### config.mk
export PLATFORM = sky130hd
export DESIGN_NAME = cmos_switch_ctrl
export DESIGN_NICKNAME = d
export VERILOG_FILES = /design/src/rtl/cmos_ctrl_pkg.sv /design/src/rtl/cmos_edge_sync.sv /design/src/rtl/cmos_switch_ctrl.sv
export SDC_FILE = /design/constraint.sdc
export NUM_CORES = 1
export LEC_CHECK = 0
export CORE_MARGIN = 2
export CORE_UTILIZATION = 50
export CTS_BUF_LIST = sky130_fd_sc_hd__clkbuf_4 sky130_fd_sc_hd__clkbuf_8
export DETAILED_ROUTE_END_ITERATION = 8
export PLACE_DENSITY = 0.78
export SYNTH_ARGS = -nofsm -noshare
export SYNTH_HDL_FRONTEND = slang
export SYNTH_SLANG_ARGS = --single-unit
### constraint.sdc
create_clock -name clk -period 2.75 [get_ports clk]
set_input_delay 0.4125 -clock clk [delete_from_list [all_inputs] [get_ports clk]]
set_output_delay 0.4125 -clock clk [all_outputs]
set_load 0.02 [all_outputs]
### src/rtl/cmos_ctrl_pkg.sv
// Shared types and defaults for the dual-camera source switch controller.
// The state encoding and default timing parameters are kept here so the top and the bench agree on them.
package cmos_ctrl_pkg;

    typedef enum logic [1:0] {
        ST_RUN      = 2'd0,
        ST_WAIT_EOF = 2'd1,
        ST_SWAP     = 2'd2,
        ST_WAIT_SOF = 2'd3
    } ctrl_state_t;

    localparam int DEF_DB_CNT      = 65535;
    localparam int DEF_AUTO_FRAMES = 30;
    localparam int DEF_TIMEOUT     = 16777215;

    // Slots in the synchronizer bank
    localparam int SYNC_KEY   = 0;
    localparam int SYNC_CMOS1 = 1;
    localparam int SYNC_CMOS2 = 2;
    localparam int NUM_SYNC   = 3;

    // Bits needed to hold 0..max_val, never less than one
    function automatic int cnt_width(input int max_val);
        return (max_val < 1) ? 1 : $clog2(max_val + 1);
    endfunction

endpackage

### src/rtl/cmos_edge_sync.sv
// Two-flop synchronizer for one asynchronous input, plus a one-cycle pulse on
// each rising edge of the synchronized level.
module cmos_edge_sync (
    input  logic clk,
    input  logic reset,
    input  logic din,
    output logic dout,
    output logic rise
);

    logic meta_reg;
    logic sync_reg;
    logic sync_d_reg;

    always_ff @(posedge clk) begin
        if (reset) begin
            meta_reg   <= 1'b0;
            sync_reg   <= 1'b0;
            sync_d_reg <= 1'b0;
        end else begin
            meta_reg   <= din;
            sync_reg   <= meta_reg;
            sync_d_reg <= sync_reg;
        end
    end

    assign dout = sync_reg;
    assign rise = sync_reg & ~sync_d_reg;

endmodule

### src/rtl/cmos_switch_ctrl.sv
// Selects between two camera streams, swapping only on frame boundaries so the
// frame writer never sees a torn frame. Swaps come from a debounced key or from auto alternation.
module cmos_switch_ctrl
    import cmos_ctrl_pkg::*;
#(
    parameter int DB_CNT      = DEF_DB_CNT,
    parameter int AUTO_FRAMES = DEF_AUTO_FRAMES,
    parameter int TIMEOUT     = DEF_TIMEOUT
) (
    input  logic       clk,
    input  logic       reset,
    input  logic       key1,
    input  logic       auto_en,
    input  logic       cmos1_vsync,
    input  logic       cmos2_vsync,
    output logic       sel,
    output logic       out_valid,
    output logic       busy,
    output logic       timeout_err,
    output logic [7:0] switch_cnt
);

    localparam int DB_W = cnt_width(DB_CNT);
    localparam int TO_W = cnt_width(TIMEOUT);
    localparam int FR_W = cnt_width(AUTO_FRAMES);

    localparam logic [DB_W-1:0] DB_MAX     = DB_W'(DB_CNT);
    localparam logic [DB_W-1:0] DB_LAST    = DB_W'(DB_CNT - 1);
    localparam logic [TO_W-1:0] TO_LAST    = TO_W'(TIMEOUT - 1);
    localparam bit              AUTO_ON    = (AUTO_FRAMES > 0);
    localparam logic [FR_W-1:0] FRAME_LAST = AUTO_ON ? FR_W'(AUTO_FRAMES - 1) : '0;

    // ------------------------------------------------------------------
    // Input synchronizers
    // ------------------------------------------------------------------
    logic [NUM_SYNC-1:0] async_in;
    logic [NUM_SYNC-1:0] sync_level;
    logic [NUM_SYNC-1:0] sync_rise;

    assign async_in = {cmos2_vsync, cmos1_vsync, key1};

    generate
        for (genvar gi = 0; gi < NUM_SYNC; gi++) begin : g_sync
            cmos_edge_sync u_sync (
                .clk   (clk),
                .reset (reset),
                .din   (async_in[gi]),
                .dout  (sync_level[gi]),
                .rise  (sync_rise[gi])
            );
        end
    endgenerate

    logic key_sync;
    logic cmos1_rise;
    logic cmos2_rise;

    assign key_sync   = sync_level[SYNC_KEY];
    assign cmos1_rise = sync_rise[SYNC_CMOS1];
    assign cmos2_rise = sync_rise[SYNC_CMOS2];

    // Key release edges and raw vsync levels carry no information for this block
    logic unused_sync_bits;
    assign unused_sync_bits = ^{sync_rise[SYNC_KEY], sync_level[SYNC_CMOS1], sync_level[SYNC_CMOS2]};

    // ------------------------------------------------------------------
    // Key debounce: one press pulse per continuous hold of DB_CNT cycles
    // ------------------------------------------------------------------
    logic [DB_W-1:0] db_cnt_reg;
    logic            press_reg;

    always_ff @(posedge clk) begin
        if (reset) begin
            db_cnt_reg <= '0;
            press_reg  <= 1'b0;
        end else begin
            press_reg <= 1'b0;
            if (key_sync) begin
                db_cnt_reg <= '0;
            end else if (db_cnt_reg != DB_MAX) begin
                db_cnt_reg <= db_cnt_reg + DB_W'(1);
                press_reg  <= (db_cnt_reg == DB_LAST);
            end
        end
    end

    // ------------------------------------------------------------------
    // Auto alternation: count frames of the live source while running
    // ------------------------------------------------------------------
    ctrl_state_t     state_reg;
    logic            sel_reg;
    logic            sel_rise;
    logic [FR_W-1:0] frame_cnt_reg;
    logic            auto_req;
    logic            auto_active;

    assign sel_rise    = sel_reg ? cmos1_rise : cmos2_rise;
    assign auto_active = AUTO_ON && auto_en && (state_reg == ST_RUN);

    always_comb begin
        auto_req = 1'b0;
        if (auto_active && sel_rise && (frame_cnt_reg == FRAME_LAST)) begin
            auto_req = 1'b1;
        end
    end

    always_ff @(posedge clk) begin
        if (reset) begin
            frame_cnt_reg <= '0;
        end else if (!auto_active) begin
            frame_cnt_reg <= '0;
        end else if (sel_rise) begin
            frame_cnt_reg <= auto_req ? '0 : frame_cnt_reg + FR_W'(1);
        end
    end

    // ------------------------------------------------------------------
    // Switch sequencer
    // ------------------------------------------------------------------
    logic            req;
    logic            to_expired;
    logic [TO_W-1:0] to_cnt_reg;
    logic            out_valid_reg;
    logic            busy_reg;
    logic            timeout_err_reg;
    logic [7:0]      switch_cnt_reg;

    // A key press and an auto request landing together collapse into one switch
    assign req        = press_reg | auto_req;
    assign to_expired = (to_cnt_reg == TO_LAST);

    always_ff @(posedge clk) begin
        if (reset) begin
            state_reg       <= ST_RUN;
            sel_reg         <= 1'b0;
            out_valid_reg   <= 1'b1;
            busy_reg        <= 1'b0;
            timeout_err_reg <= 1'b0;
            switch_cnt_reg  <= '0;
            to_cnt_reg      <= '0;
        end else begin
            to_cnt_reg <= to_cnt_reg + TO_W'(1);
            unique case (state_reg)
                ST_RUN: begin
                    to_cnt_reg <= '0;
                    if (req) begin
                        state_reg <= ST_WAIT_EOF;
                        busy_reg  <= 1'b1;
                    end
                end
                ST_WAIT_EOF: begin
                    // A real edge wins over an expiry in the same cycle
                    if (sel_rise || to_expired) begin
                        state_reg     <= ST_SWAP;
                        out_valid_reg <= 1'b0;
                        to_cnt_reg    <= '0;
                        if (!sel_rise) begin
                            timeout_err_reg <= 1'b1;
                        end
                    end
                end
                ST_SWAP: begin
                    sel_reg    <= ~sel_reg;
                    state_reg  <= ST_WAIT_SOF;
                    to_cnt_reg <= '0;
                end
                ST_WAIT_SOF: begin
                    if (sel_rise || to_expired) begin
                        state_reg      <= ST_RUN;
                        out_valid_reg  <= 1'b1;
                        busy_reg       <= 1'b0;
                        switch_cnt_reg <= switch_cnt_reg + 8'd1;
                        if (!sel_rise) begin
                            timeout_err_reg <= 1'b1;
                        end
                    end
                end
                default: begin
                    state_reg <= ST_RUN;
                end
            endcase
        end
    end

    assign sel         = sel_reg;
    assign out_valid   = out_valid_reg;
    assign busy        = busy_reg;
    assign timeout_err = timeout_err_reg;
    assign switch_cnt  = switch_cnt_reg;

endmodule

## Word-level counts from Yosys, hierarchy flattened

Cells that the tools add are included.

| word-level totals | value |
|---|---|
| logic and storage cells | 72 |
| bits in writable memories | 0 |
| memories kept | 0 |
| bits in latches | 0 |
| memory bits (read-only) | 0 |
| output and inout bits | 12 |
| bits of input ports | 6 |
| register bits | 68 |

| operators by class | value |
|---|---|
| muxes and demuxes | 14 |
| multiply operators | 0 |
| reduce and logical (&&, ||, !) cells | 17 |
| shift-type cells | 0 |
| $add $sub $neg | 4 |
| equality and inequality tests | 10 |
| bitwise gates (word level) | 9 |
| magnitude comparators | 0 |
| divide/modulo/power cells | 0 |

Operators by type and width:

| cell | count |
|---|---|
| 24-bit case mux with 2 select lines | 1 |
| 24-bit by 1-bit adder with 24-bit output (second input constant) | 1 |
| 24-bit equality test (second input constant) | 1 |
| 24-bit 2-to-1 mux | 1 |
| 16-bit by 1-bit adder with 16-bit output (second input constant) | 1 |
| 16-bit equality test (second input constant) | 1 |
| 16-bit inequality test (second input constant) | 1 |
| 3-bit AND reduction | 4 |
| 8-bit by 1-bit adder with 8-bit output (second input constant) | 1 |
| 2-bit case mux with 4 select lines | 1 |
| 2-bit OR reduction | 4 |
| 2-bit 2-to-1 mux | 3 |
| 2-bit inequality test (second input constant) | 3 |
| 1-bit inverter | 6 |
| 5-bit by 1-bit adder with 5-bit output (second input constant) | 1 |
| 5-bit equality test (second input constant) | 1 |
| 1-bit 2-to-1 mux | 5 |
| 5-bit 2-to-1 mux | 1 |
| 2-bit equality test (second input constant) | 2 |
| 1-bit case mux with 2 select lines | 2 |
| 2-bit nonzero test | 2 |
| 1-bit logical AND | 3 |
| 3-bit OR reduction | 1 |
| 1-bit AND | 2 |
| 5 further kinds | 5 |

## Longest topological paths before layout

Gate-level depths: netlist of run 1.

| logic depth | value |
|---|---|
| depth in word-level cells | 9 |
| gate-level depth with buffers | 8 |
| gate-level depth less buffers | 7 |

## By module

A second synthesis of run 1 with hierarchy kept.

| unflattened totals | value |
|---|---|
| cell total of the unflattened synthesis | 351 |
| area, all modules | 3121.7 sq um |

Modules (own cells, without submodules):

| module | instances | cells an instance | area each (sq um) | seq. area each (sq um) |
|---|---|---|---|---|
| cmos_switch_ctrl | 1 | 330 | 2859.0 | 1201.2 |
| cmos_edge_sync | 3 | 7 | 87.6 | 60.1 |

## Worst setup path after synthesis of run 1

OpenSTA, ideal clock, no wires.

| timing path | value |
|---|---|
| kind | reg2reg |
| start point | register db_cnt_reg[1] |
| end point | register db_cnt_reg[1] |
| setup slack | 0.985 ns |
| stages on the path, launching flop included | 7 |
| required time | 2.664 ns |
| setup time | 0.086 ns |
| buffers on the path | 1 |
| data arrival time | 1.679 ns |
| clock period less this slack | 1.765 ns |
| cells stage by stage | dfxtp_1 > ha_1 > and3_1 > clkbuf_1 > nand2_1 > or4_1 > a211oi_1 |

| on the way | value |
|---|---|
| longest elaborated chain between the ends | 1 |
| elaborated cells between the ends (all ways) | 2 |
| those cells by class | add/sub (1); eq/ne (1) |

Ends and longest elaborated chain:

| element | RTL line | RTL |
|---|---|---|
| start: declaration | cmos_switch_ctrl.sv:69 | `logic [DB_W-1:0] db_cnt_reg;` |
| start signal: assignment | cmos_switch_ctrl.sv:81 | `db_cnt_reg <= db_cnt_reg + DB_W'(1);` |
| 16-bit by 1-bit adder with 16-bit output / 16-bit inequality test (equally long branches) | cmos_switch_ctrl.sv:81, cmos_switch_ctrl.sv:80 |  |

Several ways; a longest one is shown, not always the timed one.
A chain may end at the register's enable or synchronous reset.

## Worst setup path in the final report of run 1

| timing path | value |
|---|---|
| start point | register to_cnt_reg[1] |
| end point | register switch_cnt_reg[5] (netlist: switch_cnt[5]) |

| on the way | value |
|---|---|
| longest elaborated chain between the ends | 3 |

Ends and longest elaborated chain:

| element | RTL line | RTL |
|---|---|---|
| start: declaration | cmos_switch_ctrl.sv:122 | `logic [TO_W-1:0] to_cnt_reg;` |
| start signal: assignment | cmos_switch_ctrl.sv:142 | `to_cnt_reg <= to_cnt_reg + TO_W'(1);` |
| 24-bit equality test | cmos_switch_ctrl.sv:130 | `assign to_expired = (to_cnt_reg == TO_LAST);` |
| 1-bit logical OR | cmos_switch_ctrl.sv:168 | `if (sel_rise \|\| to_expired) begin` |
| 2-bit AND reduction (no source line) | - |  |
| end signal: assignment | cmos_switch_ctrl.sv:172 | `switch_cnt_reg <= switch_cnt_reg + 8'd1;` |
| end: declaration | cmos_switch_ctrl.sv:126 | `logic [7:0] switch_cnt_reg;` |

Every way passes these cells.

==> results.txt, run 1 <==
- Crit path kind: reg -> reg
* Per-cell via count in the routed design: 5.529
- Wire length per cell after detailed routing: 13.21 microns
* Antenna Diode Count: 0
* Longest Clk Path Bufs: 2
- IO Pins: 18
- Run status: complete, no violations
* Seq cells post-synth: 68
- For this run, the register share of the synthesized area comes to 44.07%.
- The floorplan step set the die height to 82.60 microns.
* Total via count after detailed routing: 2444
* Vias in the first global route: 2211
* Global-route wire length before repair: 9694 microns
- The initial utilization of the core area, before any placement, comes to 51.87%.
- GR Util met2: 29.03%
* TritonCTS clock tree: yes
* Pin count of the biggest net entering global routing: 25
- The top cell types in the final layout, fill and taps aside, are sky130_fd_sc_hd__dfxtp_1 (68), sky130_fd_sc_hd__nor2_1 (57), sky130_fd_sc_hd__xnor2_1 (20).
* Estimated wirelength of the detail-placed design: 3927 microns
- Die width: 82.60 microns
- Maximum fanout along the worst path: 18
* Setup repair after global routing missed its margin: no
* GR Overflow Total: 0
- Most common cell after layout, fill and taps aside: sky130_fd_sc_hd__dfxtp_1
- Leak: 0.001165 uW
- IR analysis of the VDD net gives a maximum drop of 0.3753 mV.
- In the final layout, the multi-input gates occupy 1625 sq um.
* Total count of hold-check failures in the final report: 0
- Avg Synthesized Cell Area: 9.059 sq um
- Row generation in the floorplan step produced 28 rows.
- Buffers placed on the I/O ports in this run total 17.
- Number of antenna violations at the first check in global routing: 0
- Top flip-flop cell by instance count after synthesis: sky130_fd_sc_hd__dfxtp_1
* Count of buffers added by post-CTS timing repair for setup: 0
- H-Tree Depth: 3
- Number of nets at the end of the flow: 380
* FMAX: 504.4 MHz
- For the worst setup path, the data arrival time is 2.25 ns.
* Post-layout minimum cycle time: 1.983 ns
- Slew HR: 61.44%
- For this design, the sink count on the clock tree is 68.
- Slew at the pin closest to its max-slew limit: 0.5740 ns
- Adding up every negative setup slack in the final design gives 0 ns.
* Number of DRC violations after detailed-routing iteration 0: 106
- Floorplan die area: 6823 sq um
- Clock-pin slew was measured on the worst setup and hold paths at 0.08 ns.
- Number of antenna-violating nets in the routed design: 0
- The mapped netlist covers 3089 sq um.
- At the later pin of the worst-skew pair, clock insertion delay measures 0.34 ns.
- After clock tree synthesis, the repair step resized 0 gates.
- Filler cell count: 519
- Fin Clk Skew: 0.009528 ns
- Before antenna repair, the detailed router went through 5 iterations.
* Area of the core: 5956 sq um
* Global Route met1 Usage: 23.85%
* Final critical-path share of the clock period: 72.09%
- Inserted Clock Buffers: 9
- The area growth from synthesis to layout is 14.70%.
* Final routed DRC violation total: 0
* CP Launch Type: flip-flop
- The register with the most flip-flops in the layout has 24 of them.
- The worst setup path is captured at a flip-flop.
- Count of flip-flops with a built-in enable after synthesis: 0
- Across the whole layout, storage elements account for 1361 sq um.
- Number of maximum-capacitance constraint violations: 0
* Met3 Use GR: 5.652%
- For this design, the CTS-stage hold fixing added 0 buffers.
- The path class of the tightest hold or removal check is reg -> reg.
- Cell count after synthesis: 341
- The final layout contains routed wiring with a total length of 5838 microns.
- The Yosys step of the flow raised 0 warnings.
- Placer's final routability congestion estimate: 0.8118
- Share of cells above drive strength 1: 8.447%
* Most utilized layer in the global route result: met2
- Power per cell area: 575.0 nW/um^2
- The final number of max-transition violations is 0.
- The worst path meets setup with 0.7674 ns of slack.
- Count of endpoints failing setup in the final report: 0
* Number of library cell types mapped by synthesis: 46
- Of all flip-flops after synthesis, the portion carrying an async set or reset was 0%.
* Net count after synthesis: 359
- Req. time, crit path: 3.02 ns
* Setup WS pre-CTS: 0.7582 ns
* Clock Root Buffer: sky130_fd_sc_hd__clkbuf_8
- Total global-route track usage: 18.45%
## metal layers
layer / wire, microns / part of all wire, %
met5: 0 / 0
met4: 66 / 1.1
met3: 257 / 4.4
met2: 2637 / 45
met1: 2876 / 49
## synthesized netlist by cell type, drive strengths merged, types with 2 or more instances
| master | count | area, sq um |
|---|---|---|
| a211oi | 3 | 22.52 |
| a21oi | 12 | 60.06 |
| a31oi | 6 | 58.80 |
| and3 | 3 | 18.77 |
| and4 | 4 | 35.03 |
| buf | 4 | 20.02 |
| clkbuf | 6 | 22.52 |
| dfxtp | 68 | 1361 |
| ha | 12 | 150.1 |
| inv | 16 | 60.06 |
| mux2i | 4 | 40.04 |
| nand2 | 18 | 67.56 |
| nand3 | 19 | 95.09 |
| nand4 | 14 | 100.1 |
| nor2 | 59 | 231.5 |
| nor2b | 7 | 43.79 |
| nor3 | 8 | 51.30 |
| nor4 | 8 | 68.82 |
| o21ai | 5 | 25.02 |
| o31ai | 6 | 45.04 |
| or3 | 2 | 12.51 |
| or4 | 9 | 67.56 |
| xnor2 | 20 | 175.2 |
| xor2 | 13 | 113.9 |
## power breakdown
group | leakage [uW] | internal, uW | switching (uW)
clock | 0.000102 | 470 | 382
sequential | 0.000550 | 1010 | 19.6
combinational | 0.000513 | 63.8 | 95.2
## final timing paths
kind	slack (ns)	to	from	depth (start not counted)
setup reg to reg	0.77	switch_cnt[5]	to_cnt_reg[1]	6
hold reg to reg	0.44	g_sync[0].u_sync.dout	g_sync[0].u_sync.meta_reg	1
setup / recovery	0.77	switch_cnt[5]	to_cnt_reg[1]	6
hold / removal	0.44	g_sync[0].u_sync.dout	g_sync[0].u_sync.meta_reg	1
## per-stage QoR
step	cell area [sq um]	hold WS [ns]	instances	total power [uW]	utilization [%]
after floorplan	3089	0.4138	341	1161	-
after global placement	3333	0.4224	426	1203	55.97
after detailed placement	3333	0.4264	426	1207	55.97
after CTS	3543	0.4410	442	2056	59.50
after global routing	3543	0.4701	442	2137	59.50
final	3543	0.4359	442	2038	59.50
## critical path, stage by stage, from the launching register on
cell and delay [ns]:
sky130_fd_sc_hd__dfxtp_1 0.39, sky130_fd_sc_hd__ha_1 0.16, sky130_fd_sc_hd__nand4_1 0.15, sky130_fd_sc_hd__nor3_4 0.28
sky130_fd_sc_hd__a31oi_4 0.24, sky130_fd_sc_hd__or4_1 0.52, sky130_fd_sc_hd__a21oi_1 0.17
## layout make-up
type / instances / area share (%)
inverters: 16 / 1.695
clock buffers: 11 / 4.273
repair buffers: 20 / 5.438
well taps: 75 / 2.648
clock inverters: 5 / 1.660
multi-input cells: 247 / 45.87
flip-flops and latches: 68 / 38.42
## cell families (layout without fill, tap and decap cells)
family / after synthesis / in the layout / synth area share (%)
XOR/XNOR: 33 / 33 / 9.356
AO/OA/AOI/OAI: 41 / 41 / 10.09
buffers and inverters: 26 / 52 / 3.321
multiplexers: 4 / 4 / 1.296
flip-flops: 68 / 68 / 44.07
adder cells (fa/ha/maj): 12 / 12 / 4.860
AND/OR/NAND/NOR: 157 / 157 / 27.02
No activity file was read; power rests on OpenSTA's default activity.
==> run 2: changes to the inputs <==
--- a/config.mk
+++ b/config.mk
@@ -9,7 +9,7 @@
 export CORE_UTILIZATION = 50
 export CTS_BUF_LIST = sky130_fd_sc_hd__clkbuf_4 sky130_fd_sc_hd__clkbuf_8
 export DETAILED_ROUTE_END_ITERATION = 8
-export PLACE_DENSITY = 0.78
+export PLACE_DENSITY = 0.8
 export SYNTH_ARGS = -nofsm -noshare
 export SYNTH_HDL_FRONTEND = slang
 export SYNTH_SLANG_ARGS = --single-unit
==> constraint.sdc (replaced) <==
create_clock -name clk -period 1.7 [get_ports clk]
set_input_delay 0.255 -clock clk [delete_from_list [all_inputs] [get_ports clk]]
set_output_delay 0.255 -clock clk [all_outputs]
set_load 0.02 [all_outputs]
==> run 2 against run 1 <==
Net effect:
- the flow now finishes with violations (negative setup slack)
- cell area increased by 20%
- wire length grew 46%
- sequential share of layout area decreased by 6.3 points
- clock skew fell by 0.0010 ns
- die area did not move
- setup slack worse by 0.90 ns
- register-to-register slack got worse by 0.90 ns
- global-route usage increased by 3.1 points
- via count rose by 19%
- critical endpoint is now to_cnt_reg[1]
==> results.txt, run 2 (same netlist as run 1, synthesis figures left out) <==
- The transition time at the pin with the least slew margin was 0.3528 ns (-0.2212 ns).
* Switching part of the total: 24.40% (about the same)
* Port bufs: 17 (unchanged)
- The maximum count of clock buffers along a single path was 2 (unchanged).
- GR Overflow Total: 0 (unchanged)
* Number of antenna-violating nets in the routed design: 0 (unchanged)
- Vias in the first global route: 2587 (+17%)
- Setup repair after global routing could not meet its margin everywhere.
- The maximum clock frequency was 547.1 MHz (+8.5%).
- Top library cells by usage in the layout, fill and taps aside: sky130_fd_sc_hd__dfxtp_1 (63), sky130_fd_sc_hd__buf_4 (57), sky130_fd_sc_hd__nor2_1 (56)
* Reg-to-reg startpoint: to_cnt_reg[0]
* Clock Root Buffer: sky130_fd_sc_hd__clkbuf_8
- Clock transition at the registers of the reported paths: 0.08 ns (about the same)
* Wire length per cell after detailed routing: 17.02 microns (+29%)
* Post-layout minimum cycle time: 1.828 ns (-0.1547 ns)
* Share of total power in sequential cells: 44.3% (-6.1 points)
* Number of antenna violations at the first check in global routing: 0 (unchanged)
- Inserted Clock Buffers: 9 (unchanged)
- Violated checks: negative setup slack
* Total via count after detailed routing: 2920 (+19%)
- The flip-flop count of the largest register after layout is 24 (unchanged).
- Number of core rows: 28 (unchanged)
- The overall fraction of global-route tracks in use was 21.53% (+3.1 points).
- Slew HR: 76.28% (+15 points)
* Final routed DRC violation total: 0 (unchanged)
- Crit path kind: reg -> reg
- The net load switching power is 913.1 uW (+84%).
* Clock group share of total power: 44.6% (+2.8 points)
- Post-route cell area: 4255 sq um (+20%)
- Critical path startpoint: to_cnt_reg[0]
- R2R depth: 9 (+3)
- Area occupied by multi-input gates: 1800 sq um (+11%)
* 1st-pass router iterations: 5 (unchanged)
- The mean number of vias per cell came to 5.817 (+5.2%).
- Max Transition Viols Final: 0 (unchanged)
- Max VDD drop: 0.5961 mV (+59%)
- Number of sinks driven by the clock tree: 68 (unchanged)
- Quantity of hold-fixing buffers added after cts: 0 (unchanged)
* Endpoint of the most critical setup path: to_cnt_reg[1]
* Power per cell area: 879.4 nW/um^2 (+53%)
* Filler cell count: 385 (-26%)
* Crit path setup slack, layout: -0.1280 ns (-0.8953 ns)
- The DRC violation total after the first TritonRoute iteration is 209 (+97%).
- The flow ran to the end, but the final reports show violations.
- Placer's final routability congestion estimate: 0.7659 (-5.7%)
* Total wirelength of the detailed-routed design: 8543 microns (+46%)
- The storage element area was 1368 sq um (+0.46%).
- The required time of the critical path is 1.94 ns (-1.08 ns).
* Class of the worst hold path: reg -> reg
- TritonCTS built the clock tree.
- Final critical-path share of the clock period: 107.5% (+35 points)
* Maximum fanout along the worst path: 12 (-6)
* CP Launch Type: flip-flop
- The diode insertion count for antenna repair is 0 (unchanged).
- The post-placement cell area was 3691 sq um (+11%).
* Final hold slack: 0.4517 ns (+0.01574 ns)
- The final net count was 440 (+16%).
- The arrival time at the worst endpoint came to 2.07 ns (-0.18 ns).
- STA classifies the critical path endpoint as a flip-flop.
- From synthesis to final layout, the design area changed by 37.75%.
- Initial cell density of the core: 51.87% (unchanged)
- Die width: 82.60 microns (unchanged)
- The pin count of the biggest net entering global routing is 25 (unchanged).
- The H-tree depth reported by CTS was 3 (unchanged).
- The first-pass GRT wire length was 11390 microns (+18%).
- Most common cell after layout, fill and taps aside: sky130_fd_sc_hd__dfxtp_1
* Total count of hold-check failures in the final report: 0 (unchanged)
- Share of the core filled with cells: 71.45% (+12 points)
* Leak: 0.001611 uW (+38%)
- The pre-CTS worst setup slack is -0.1014 ns (-0.8595 ns).
- Start point of the worst hold path: g_sync[0].u_sync.meta_reg
- Combinational share of power: 11.1% (+3.3 points)
- Number of maximum-capacitance constraint violations: 0 (unchanged)
* Fin Clk Skew: 0.008532 ns (-0.0009955 ns)
- Count of endpoints failing setup in the final report: 29 (+29)
- The floorplan core area was 5956 sq um (unchanged).
- The detailed placer's ending HPWL is 4468 microns (+14%).
* Die boundary height: 82.60 microns (unchanged)
* Worst r2r dst: to_cnt_reg[1]
- Share of cells above drive strength 1: 28.10% (+20 points)
- The total I/O pin count came to 18 (unchanged).
- Worst setup slack for register-to-register paths: -0.13 ns (-0.90 ns)
* Clock latency at the later pin of the worst-skew pair: 0.35 ns (about the same)
* Pint: 2829 uW (+84%)
* Floorplan die area: 6823 sq um (unchanged)
## run 2: cell types whose count changed in the layout (fill, tap and decap cells not counted), moves of 4 or more
cell and change:
sky130_fd_sc_hd__buf_4 +54, sky130_fd_sc_hd__dfxtp_1 -5, sky130_fd_sc_hd__dfxtp_2 +5, sky130_fd_sc_hd__a21oi_1 -4, sky130_fd_sc_hd__a21oi_2 +4, sky130_fd_sc_hd__ha_1 -4
## run 2: power groups by stage
stage	clock (uW)	combinational, uW	sequential (uW)
floorplan	0	174	1700
global placement	0	307	1690
detailed placement	0	313	1690
CTS	1660	345	1650
global route	1740	445	1660
finish	1670	415	1660
## run 2: how the worst min path moves through the flow
stage | to | slack, ns | cells past startpoint
after floorplan | g_sync[0].u_sync.meta_reg | 0.38 | 1
after global placement | g_sync[2].u_sync.dout | 0.43 | 1
after detailed placement | g_sync[2].u_sync.dout | 0.44 | 1
after CTS | g_sync[0].u_sync.dout | 0.46 | 1
after global routing | g_sync[0].u_sync.dout | 0.48 | 1
final | g_sync[0].u_sync.dout | 0.45 | 1
## run 2: worst max-delay path: stages, from the launching register on
cell and delay (ns):
sky130_fd_sc_hd__dfxtp_2 0.33, sky130_fd_sc_hd__inv_2 0.06, sky130_fd_sc_hd__ha_4 0.12, sky130_fd_sc_hd__nand4_1 0.14, sky130_fd_sc_hd__nor3_4 0.23, sky130_fd_sc_hd__buf_6 0.15
sky130_fd_sc_hd__a31oi_4 0.12, sky130_fd_sc_hd__a31oi_4 0.28, sky130_fd_sc_hd__clkbuf_16 0.23, sky130_fd_sc_hd__nor2_1 0.07
## run 2: metal layers
metal	vias to the layer above	global-route usage (%)	wire, microns	part of all wire, %
met1	1433	26.99	3586	42
met5	-	0	0	0
li1	1365	-	-	-
met3	22	5.435	391	4.6
met2	100	35.24	4333	51
met4	0	8.852	231	2.7
## run 2: layout make-up
class | count | area share [%]
tap | 75 | 2.205
clock inverter | 6 | 2.617
inverter | 16 | 1.500
timing repair buffer | 79 | 16.00
multi-input combinational | 248 | 42.31
sequential | 68 | 32.14
clock buffer | 10 | 3.234
## run 2: what timing repair did
item                                   CTS  global route
gates cloned                             1             1
buffers inserted                         7             6
pin swaps                               15             8
endpoints found under the hold margin    0             0
setup endpoints to repair               33            41
resized for setup                       13            27
## run 2: stage by stage
stage               power (uW)  std cells  TNS, ns
detailed placement        2005        471  -0.8542
global placement          1997        471  -0.1039
finish                    3742        502   -2.220
CTS                       3664        495  -0.5243
floorplan                 1878        341        0
global route              3848        502   -4.711
